`config.mk`:
```
export PLATFORM = sky130hd
export DESIGN_NAME = dcache_flush_ctrl
export DESIGN_NICKNAME = d
export VERILOG_FILES = /design/src/rtl/dcache_flush_ctrl.sv
export SDC_FILE = /design/constraint.sdc
export NUM_CORES = 1
export LEC_CHECK = 0
export ABC_AREA = 1
export CAP_MARGIN = 20
export CORE_ASPECT_RATIO = 1.5
export CORE_MARGIN = 4
export CORE_UTILIZATION = 27
export DETAILED_ROUTE_END_ITERATION = 6
export GPL_ROUTABILITY_DRIVEN = 1
export SLEW_MARGIN = 10
export SYNTH_ARGS = -nofsm -noshare
export SYNTH_HDL_FRONTEND = slang
export SYNTH_SLANG_ARGS = --single-unit
```
`constraint.sdc`:
```
create_clock -name clk -period 2.7 [get_ports clk]
set_clock_uncertainty 0.2 [all_clocks]
set_input_delay 0.27 -clock clk [delete_from_list [all_inputs] [get_ports clk]]
set_output_delay 0.27 -clock clk [all_outputs]
set_load 0.02 [all_outputs]
```
`src/rtl/dcache_flush_ctrl.sv`:
```
// dcache_flush_ctrl: data-cache miss handler. On a miss in every line it picks
// the line with the highest miss count as victim, optionally writes the old
// line back to memory, then refills it word by word from memory.
// Optional feature macro: DCACHE_WRITEBACK_EN (dirty-victim write-back and
// per-line tag store). Undefined builds a write-through controller.
module dcache_flush_ctrl #(
    parameter int unsigned ADDRBITS      = 32,
    parameter int unsigned DATABITS      = 32,
    parameter int unsigned CACHEADDRBITS = 5,
    parameter int unsigned LSBITS        = 2,
    parameter int unsigned NUMLINES      = 4,
    parameter int unsigned CNTMISSBITS   = 8
) (
    input  logic                            clk,
    input  logic                            reset_n,
    input  logic [ADDRBITS-1:0]             dcache_addr,
    input  logic                            dcache_rdreq,
    input  logic                            dcache_wrreq,
    output logic                            dcache_busy,
    input  logic [NUMLINES-1:0]             line_miss,
    input  logic [NUMLINES-1:0]             line_dirty,
    input  logic [NUMLINES*CNTMISSBITS-1:0] flush_cnt_miss,
    output logic [NUMLINES-1:0]             flush_mode,
    output logic                            flush_write,
    output logic [CACHEADDRBITS-1:0]        flush_addr,
    output logic                            flush_dirty,
    output logic [ADDRBITS-1:0]             mem_addr,
    output logic                            mem_rdreq,
    output logic                            mem_wrreq,
    input  logic                            mem_ack,
    input  logic                            mem_rdvalid,
    output logic [NUMLINES-1:0]             line_out_sel
);

    localparam int unsigned TAGBITS         = ADDRBITS - CACHEADDRBITS - LSBITS;
    localparam int unsigned VICBITS         = (NUMLINES > 1) ? $clog2(NUMLINES) : 1;
    localparam int unsigned UNUSED_DATABITS = DATABITS;
    localparam logic [CACHEADDRBITS-1:0] LAST_IDX = {CACHEADDRBITS{1'b1}};

    typedef enum logic [2:0] {
        IDLE      = 3'd0,
        SELECT    = 3'd1,
        WRITEBACK = 3'd2,
        FILL      = 3'd3,
        DONE      = 3'd4
    } state_t;

    state_t                   state;
    logic [CACHEADDRBITS-1:0] idx;
    logic [CACHEADDRBITS-1:0] next_idx;
    logic [VICBITS-1:0]       vic_idx;
    logic [TAGBITS-1:0]       new_tag;
    logic [VICBITS-1:0]       best_idx;
    logic [CNTMISSBITS-1:0]   best_cnt;
    logic                     go_wb;
    logic [TAGBITS-1:0]       wb_tag;
    logic                     unused_bits;

    assign next_idx = idx + CACHEADDRBITS'(1);

    // The fill word sits on line_in only during the rdvalid cycle, so the strobe follows it directly
    assign flush_write = (state == FILL) && mem_rdvalid;

`ifdef DCACHE_WRITEBACK_EN
    logic                wb_req_q;
    logic [NUMLINES-1:0] out_sel_q;
    logic [TAGBITS-1:0]  old_tag [NUMLINES];

    assign go_wb        = |(line_dirty & flush_mode);
    assign wb_tag       = old_tag[vic_idx];
    assign mem_wrreq    = wb_req_q;
    assign line_out_sel = out_sel_q;
    assign unused_bits  = ^dcache_addr[CACHEADDRBITS+LSBITS-1:0];
`else
    assign go_wb        = 1'b0;
    assign wb_tag       = '0;
    assign mem_wrreq    = 1'b0;
    assign line_out_sel = '0;
    assign unused_bits  = ^{dcache_addr[CACHEADDRBITS+LSBITS-1:0], line_dirty};
`endif

    // Victim choice: largest miss count, strict compare keeps the lowest index on ties
    always_comb begin
        best_idx = '0;
        best_cnt = flush_cnt_miss[0 +: CNTMISSBITS];
        for (int i = 1; i < NUMLINES; i++) begin
            if (flush_cnt_miss[i*CNTMISSBITS +: CNTMISSBITS] > best_cnt) begin
                best_cnt = flush_cnt_miss[i*CNTMISSBITS +: CNTMISSBITS];
                best_idx = VICBITS'(i);
            end
        end
    end

    // Flush FSM with registered memory/cache-side outputs
    always_ff @(posedge clk or negedge reset_n) begin
        if (!reset_n) begin
            state       <= IDLE;
            idx         <= '0;
            vic_idx     <= '0;
            new_tag     <= '0;
            flush_mode  <= '0;
            flush_addr  <= '0;
            flush_dirty <= 1'b0;
            mem_addr    <= '0;
            mem_rdreq   <= 1'b0;
            dcache_busy <= 1'b0;
`ifdef DCACHE_WRITEBACK_EN
            wb_req_q    <= 1'b0;
            out_sel_q   <= '0;
            for (int i = 0; i < NUMLINES; i++) begin
                old_tag[i] <= '0;
            end
`endif
        end else begin
            case (state)
                IDLE: begin
                    if ((dcache_rdreq || dcache_wrreq) && (&line_miss)) begin
                        state       <= SELECT;
                        dcache_busy <= 1'b1;
                        vic_idx     <= best_idx;
                        flush_mode  <= NUMLINES'(1) << best_idx;
                        flush_dirty <= dcache_wrreq;
                        new_tag     <= dcache_addr[ADDRBITS-1 -: TAGBITS];
                    end
                end
                SELECT: begin
                    idx        <= '0;
                    flush_addr <= '0;
                    if (go_wb) begin
                        state    <= WRITEBACK;
                        mem_addr <= {wb_tag, {CACHEADDRBITS{1'b0}}, {LSBITS{1'b0}}};
`ifdef DCACHE_WRITEBACK_EN
                        wb_req_q  <= 1'b1;
                        out_sel_q <= flush_mode;
`endif
                    end else begin
                        state     <= FILL;
                        mem_rdreq <= 1'b1;
                        mem_addr  <= {new_tag, {CACHEADDRBITS{1'b0}}, {LSBITS{1'b0}}};
                    end
                end
                WRITEBACK: begin
                    if (mem_ack) begin
                        if (idx == LAST_IDX) begin
                            state     <= FILL;
                            idx       <= '0;
                            mem_rdreq <= 1'b1;
                            mem_addr  <= {new_tag, {CACHEADDRBITS{1'b0}}, {LSBITS{1'b0}}};
`ifdef DCACHE_WRITEBACK_EN
                            wb_req_q  <= 1'b0;
                            out_sel_q <= '0;
`endif
                        end else begin
                            idx      <= next_idx;
                            mem_addr <= {wb_tag, next_idx, {LSBITS{1'b0}}};
                        end
                    end
                end
                FILL: begin
                    // Request side and data side advance independently
                    if (mem_rdreq && mem_ack) begin
                        if (idx == LAST_IDX) begin
                            mem_rdreq <= 1'b0;
                        end else begin
                            idx      <= next_idx;
                            mem_addr <= {new_tag, next_idx, {LSBITS{1'b0}}};
                        end
                    end
                    if (mem_rdvalid) begin
                        if (flush_addr == LAST_IDX) begin
                            state <= DONE;
`ifdef DCACHE_WRITEBACK_EN
                            old_tag[vic_idx] <= new_tag;
`endif
                        end else begin
                            flush_addr <= flush_addr + CACHEADDRBITS'(1);
                        end
                    end
                end
                DONE: begin
                    state       <= IDLE;
                    dcache_busy <= 1'b0;
                    flush_mode  <= '0;
                    flush_dirty <= 1'b0;
                    flush_addr  <= '0;
                    idx         <= '0;
                    mem_rdreq   <= 1'b0;
                    mem_addr    <= '0;
                end
                default: begin
                    state <= IDLE;
                end
            endcase
        end
    end

endmodule
```
=== Yosys cells after proc, flatten, opt, wreduce, memory -nomap -nowiden ===
Index checks and enable logic that the tools add are counted.

* Input bits: 78
* Register bits: 77
* Logic and storage cells: 83

* $add $sub $neg: 2
* Magnitude comparators: 3
* Muxes and demuxes: 35
* Reduce and logical (&&, ||, !) cells: 18
* Shift-type cells: 1
* Eq/ne operators: 15

{| class="wikitable"
|+ Operators by type and width
! operator !! number
|-
| $mux W32 || 4
|-
| $pmux W32 S4 || 1
|-
| $mux W5 || 6
|-
| $gt A8 B8 Y1 || 3
|-
| $mux W8 || 2
|-
| $mux W3 || 5
|-
| $pmux W5 S3 || 1
|-
| $ne A2 B2 Y1 const B || 6
|-
| $pmux W3 S4 || 1
|-
| $reduce_and A4 Y1 || 3
|-
| $add A5 B1 Y5 const B || 2
|-
| $eq A5 B5 Y1 const B || 2
|-
| $pmux W5 S2 || 1
|-
| $reduce_and A5 Y1 || 2
|-
| $pmux W4 S2 || 1
|-
| $mux W1 || 7
|-
| $eq A3 B2 Y1 const B || 2
|-
| $ne A2 B1 Y1 const B || 3
|-
| $mux W2 || 2
|-
| $mux W4 || 1
|-
| $pmux W1 S2 || 2
|-
| $pmux W1 S4 || 1
|-
| $reduce_and A2 Y1 || 2
|-
| $reduce_bool A2 Y1 || 2
|-
| 10 further kinds || 12
|}

=== Depth between registers and ports, before layout ===
* Depth in word-level cells: 9
* Gate-level depth with buffers: 35
* Depth with buffers taken out: 35

=== Least setup slack after synthesis ===
Ideal clock, no wire load.

* Path type: input to register
* Start: in flush_cnt_miss[7]
* End: reg flush_mode[0]
* Buffers on the path: 1
* Path slack: -1.014 ns
* Arrival time: 3.448 ns
* Stages on the path: 24
* Path through: inv_1 -> ha_1 -> nand2_1 -> nor2_1 -> nand4_1 -> nand2_1 -> nand2_1 -> and2_1 -> ha_1 -> a21oi_1 -> nor2_1 -> nor2_1 -> nand2_1 -> nand2_1 -> clkbuf_1 -> nand3_1 -> nand2_1 -> ha_1 -> a21o_1 -> nor2_1 -> nand2_1 -> nand2_1 -> nand4_1 -> nand2_1

* Word-level cells in the longest chain between the ends: 9
* Elaborated cells between the ends (all ways): 11
* Those cells by class: 3 x order compare; 1 x shift; 7 x mux

{| class="wikitable"
|+ Ends and longest elaborated chain
! element !! line !! source
|-
| start: declaration || 22 || <nowiki>input logic [NUMLINES*CNTMISSBITS-1:0] flush_cnt_miss,</nowiki>
|-
| $gt A8 B8 Y1 || 87 || <nowiki>if (flush_cnt_miss[i*CNTMISSBITS +: CNTMISSBITS] > best_cnt) begin</nowiki>
|-
| $mux W8 || 87 ||
|-
| $gt A8 B8 Y1 || 87 ||
|-
| $mux W8 || 87 ||
|-
| $gt A8 B8 Y1 || 87 ||
|-
| $mux W2 (*) || 87 ||
|-
| $shl A1 B2 Y4 (*) || 121 || <nowiki>flush_mode <= NUMLINES'(1) << best_idx;</nowiki>
|-
| $mux W4 (*) || 117 || <nowiki>if ((dcache_rdreq || dcache_wrreq) && (&line_miss)) begin</nowiki>
|-
| $pmux W4 S2 (*) || 115 || <nowiki>case (state)</nowiki>
|-
| end signal: assignment || 121 ||
|-
| end: declaration || 23 || <nowiki>output logic [NUMLINES-1:0] flush_mode,</nowiki>
|}

Every way passes the cells marked *; elsewhere a longest branch is shown, timed or not. The select of a mux whose other input is x is not followed.
A chain may end at the register's enable or synchronous reset.

=== Final worst setup path ===
* Start: in flush_cnt_miss[3]
* End: reg flush_mode[1]

The elaborated chain is that of the path after synthesis.

==> metrics.md <==
| Metric | Value |
|---|---|
| Status | complete, but fails checks |
| Failing checks | setup timing |
| R2R Path End | mem_addr[6] |
| Critical Path AT | 3360 ps |
| Max Root-Sink Buffers | 2 |
| # DRC | 0 |
| Unrepaired setup endpoints after global routing | yes |
| Min cycle time layout | 3330 ps |
| Core Region | 15300 um^2 |
| Rows | 55 |
| TritonCTS buffer count | 9 |
| Hold slack final | ~270 ps |
| P per Cell Area | ~990 nW/um^2 |
| Post-place setup slack | -1640 ps |
| Max Cap Violations | 0 |
| Ys flop type | dfrtp_1 |
| Rel. slew slack | 0.366 |
| DR WL/cell | 14.8 um |
| TritonRoute pass-1 iters | 4 |
| Clock-pin slew on the worst setup and hold paths | 60 ps |
| Post-synth top area share | 0.441 |
| Async S/R FF share, synth | 1.00 |
| Via-to-Cell Ratio | 4.62 |
| Vert. Die Dim | 162 um |
| Core Util, Final | 0.459 |
| Grt total ovfl | 0 |
| H-tree depth | 3 |
| Mapped cell area | 4250 um^2 |
| Fraction of layout cells with a size suffix above 1 | 0.358 |
| Setup slack, reg-to-reg | 530 ps |
| Total Routing Usage GR | 0.147 |
| DR iter-0 viols | ~140 |
| Worst hold path cell count | 3 |
| Detail Placement HPWL | 8890 um |
| Yosys top cell by area | dfrtp_1 |
| Worst vdd ir | 0.499 mV |
| Die area | roughly 18000 um^2 |
| Via count | 4131 |
| Critical path's most frequent cell | nand2_2 |
| Area growth, synth to finish | 64.9% |
| CP Launch Type | input port |
| Register area share after synthesis | 0.441 |
| First-pass GRT wire length | 21500 um |
| ANT nets after route | 0 |
| Setup ws final | -629 ps |
| Fill cell count | around 1500 |
| Final Instance Area | 7020 um^2 |
| Number of synthesized flops with an enable pin | 0 |
| Synth area leaders | dfrtp_1, nand2_1, ha_1, o21ai_2, inv_1 |
| Synth Warn # | 0 |
| Setup Crit Path Kind | in2reg |
| HP Class | in2reg |
| Fin. max-slew vios | 0 |
| Final net count | 797 |
| Most frequent cells after synthesis | nand2_1, dfrtp_1, inv_1, nand4_1, o21ai_2 |
| Placed Cells | roughly 850 |
| CP Data Required Time | 2730 ps |
| Fin crit share | 1.23 |
| Worst-Skew Late Latency | 340 ps |
| Most frequent cell after synthesis | nand2_1 |
| Die W | ~110 um |
| WL final | 13300 um |
| CP peak stage delay | 270 ps |
| Placed instance area | 5870 um^2 |
| CTS tree | built |
| Crit Reg-Reg Startpoint | idx[0] |
| Reg2Reg Depth | 8 |
| Netlist cell types | 30 |
| Final hold vios | 0 |
| IO Count | ~130 |
| Initial antenna violation count | 2 |
| Synth Instances | 516 |
| Sink Count | 75 |
| Synth Register Bits | 75 |
| Hold Crit Endpoint | new_tag[5] |
| Maximum clock rate | 300 MHz |
| Vias in the first global route | 4429 |
| Layout Cells excl Fill | 895 |
| Slowest CP cell | ha_4 |
| Largest net degree at the start of global routing | 76 |
| Port Buffers | 109 |
| Crit. End Element | flop |
| Leak pwr | 3.28 nW |
| Worst-margin pin slew | roughly 950 ps |
| Final GP Congestion | between 0.8 and 0.9 |
| N_diodes | 0 |
| Worst min-delay path startpoint | dcache_addr[12] |
| Root Buffer | clkbuf_16 |
| Final setup violation count | 4 |
| Syn Area/Cell | 8.24 um^2 |
| Crit path max fanout | 7 |
| Initial core utilization | 0.278 |
per-layer routing:
metal  GRT usage  up-vias  share of wire
met4      0.0661        2          0.042
met3      0.0440       40          0.063
met5           0        -        0.00098
met1       0.153     1938           0.36
met2       0.271      138           0.53
li1            -     2013              -
where the power goes:
part / switching [mW] / internal (mW)
Combinational: 2.09 / 1.53
Clock: 0.481 / 0.909
Sequential: 0.307 / 1.63
Total: 2.88 / 4.07
sequential cells by signal, summed over array words and instances (netlist names):
register / count
mem_rdreq: 1
mem_addr: 30
dcache_busy: 1
flush_dirty: 1
idx: 5
flush_mode: 4
new_tag: 25
state: 3
flush_addr: 5
metrics by stage:
step           TNS [ps]  power, mW
2_1_floorplan     -2850       4.06
3_3_place_gp      -6340       5.15
3_5_place_dp      -6500       5.25
4_1_cts           -2210       6.87
5_1_grt           -3110       7.46
6_report          -2480       6.95
final cells by class:
type                       count  area, um^2  share of cell area
tap                          199         249              0.0355
sequential                    75        1880               0.267
clock inverter                 7         123              0.0175
clock buffer                   9         225              0.0321
multi-input combinational    354        2540               0.363
inverter                      69         277              0.0394
timing repair buffer         182        1720               0.246
how the worst max path moves through the flow:
| stage | startpoint | endpoint | slack (ps) | cells after the start |
|---|---|---|---|---|
| after global placement | flush_cnt_miss[5] | flush_mode[0] | -1590 | 27 |
| after floorplan | flush_cnt_miss[5] | flush_mode[0] | -720 | 27 |
| final | flush_cnt_miss[3] | flush_mode[1] | -630 | 34 |
| after detailed placement | flush_cnt_miss[5] | flush_mode[3] | -1640 | 25 |
| after CTS | flush_cnt_miss[15] | flush_mode[0] | -570 | 30 |
| after global routing | flush_cnt_miss[8] | flush_mode[0] | -800 | 34 |
layout by cell type, fill, tap and decap left out, drive strengths merged:
cell type	count
nand2	153
clkdlybuf4s50	92
buf	89
dfrtp	75
inv	71
o21ai	43
nand4	35
ha	28
nor2	23
nand3	23
a21oi	11
clkbuf	9
and2	9
or2	9
conb	7
a21o	3
xor2	3
bufinv	3
nor3	2
clkinvlp	2
a22oi	1
o41ai	1
a22o	1
o211ai	1
a21boi	1
dlygate4sd3	1
worst max-delay path, delay by kind of cell:
kind / cells / cell delay (ps)
buffers and inverters: 7 / 620
AND/OR/NAND/NOR: 24 / 1680
adder cells (fa/ha/maj): 3 / 790
what timing repair did:
action,in CTS,in global routing
endpoints found under the setup margin,4,4
buffers inserted,26,3
hold buffers,1,0
gates resized for setup,144,58
gates cloned,1,0
pin swaps,58,50
hold endpoints to repair,75,0
cells by family after synthesis:
kind of cell | Yosys count | share of synthesized area
buf+inv | 94 | 0.0988
compound gates | 62 | 0.106
xor+xnor | 3 | 0.00618
fa+ha+maj | 28 | 0.0824
other cells | 1 | 0.000882
flops | 75 | 0.441
simple gates | 253 | 0.264
(Power assumes the default switching activity.)
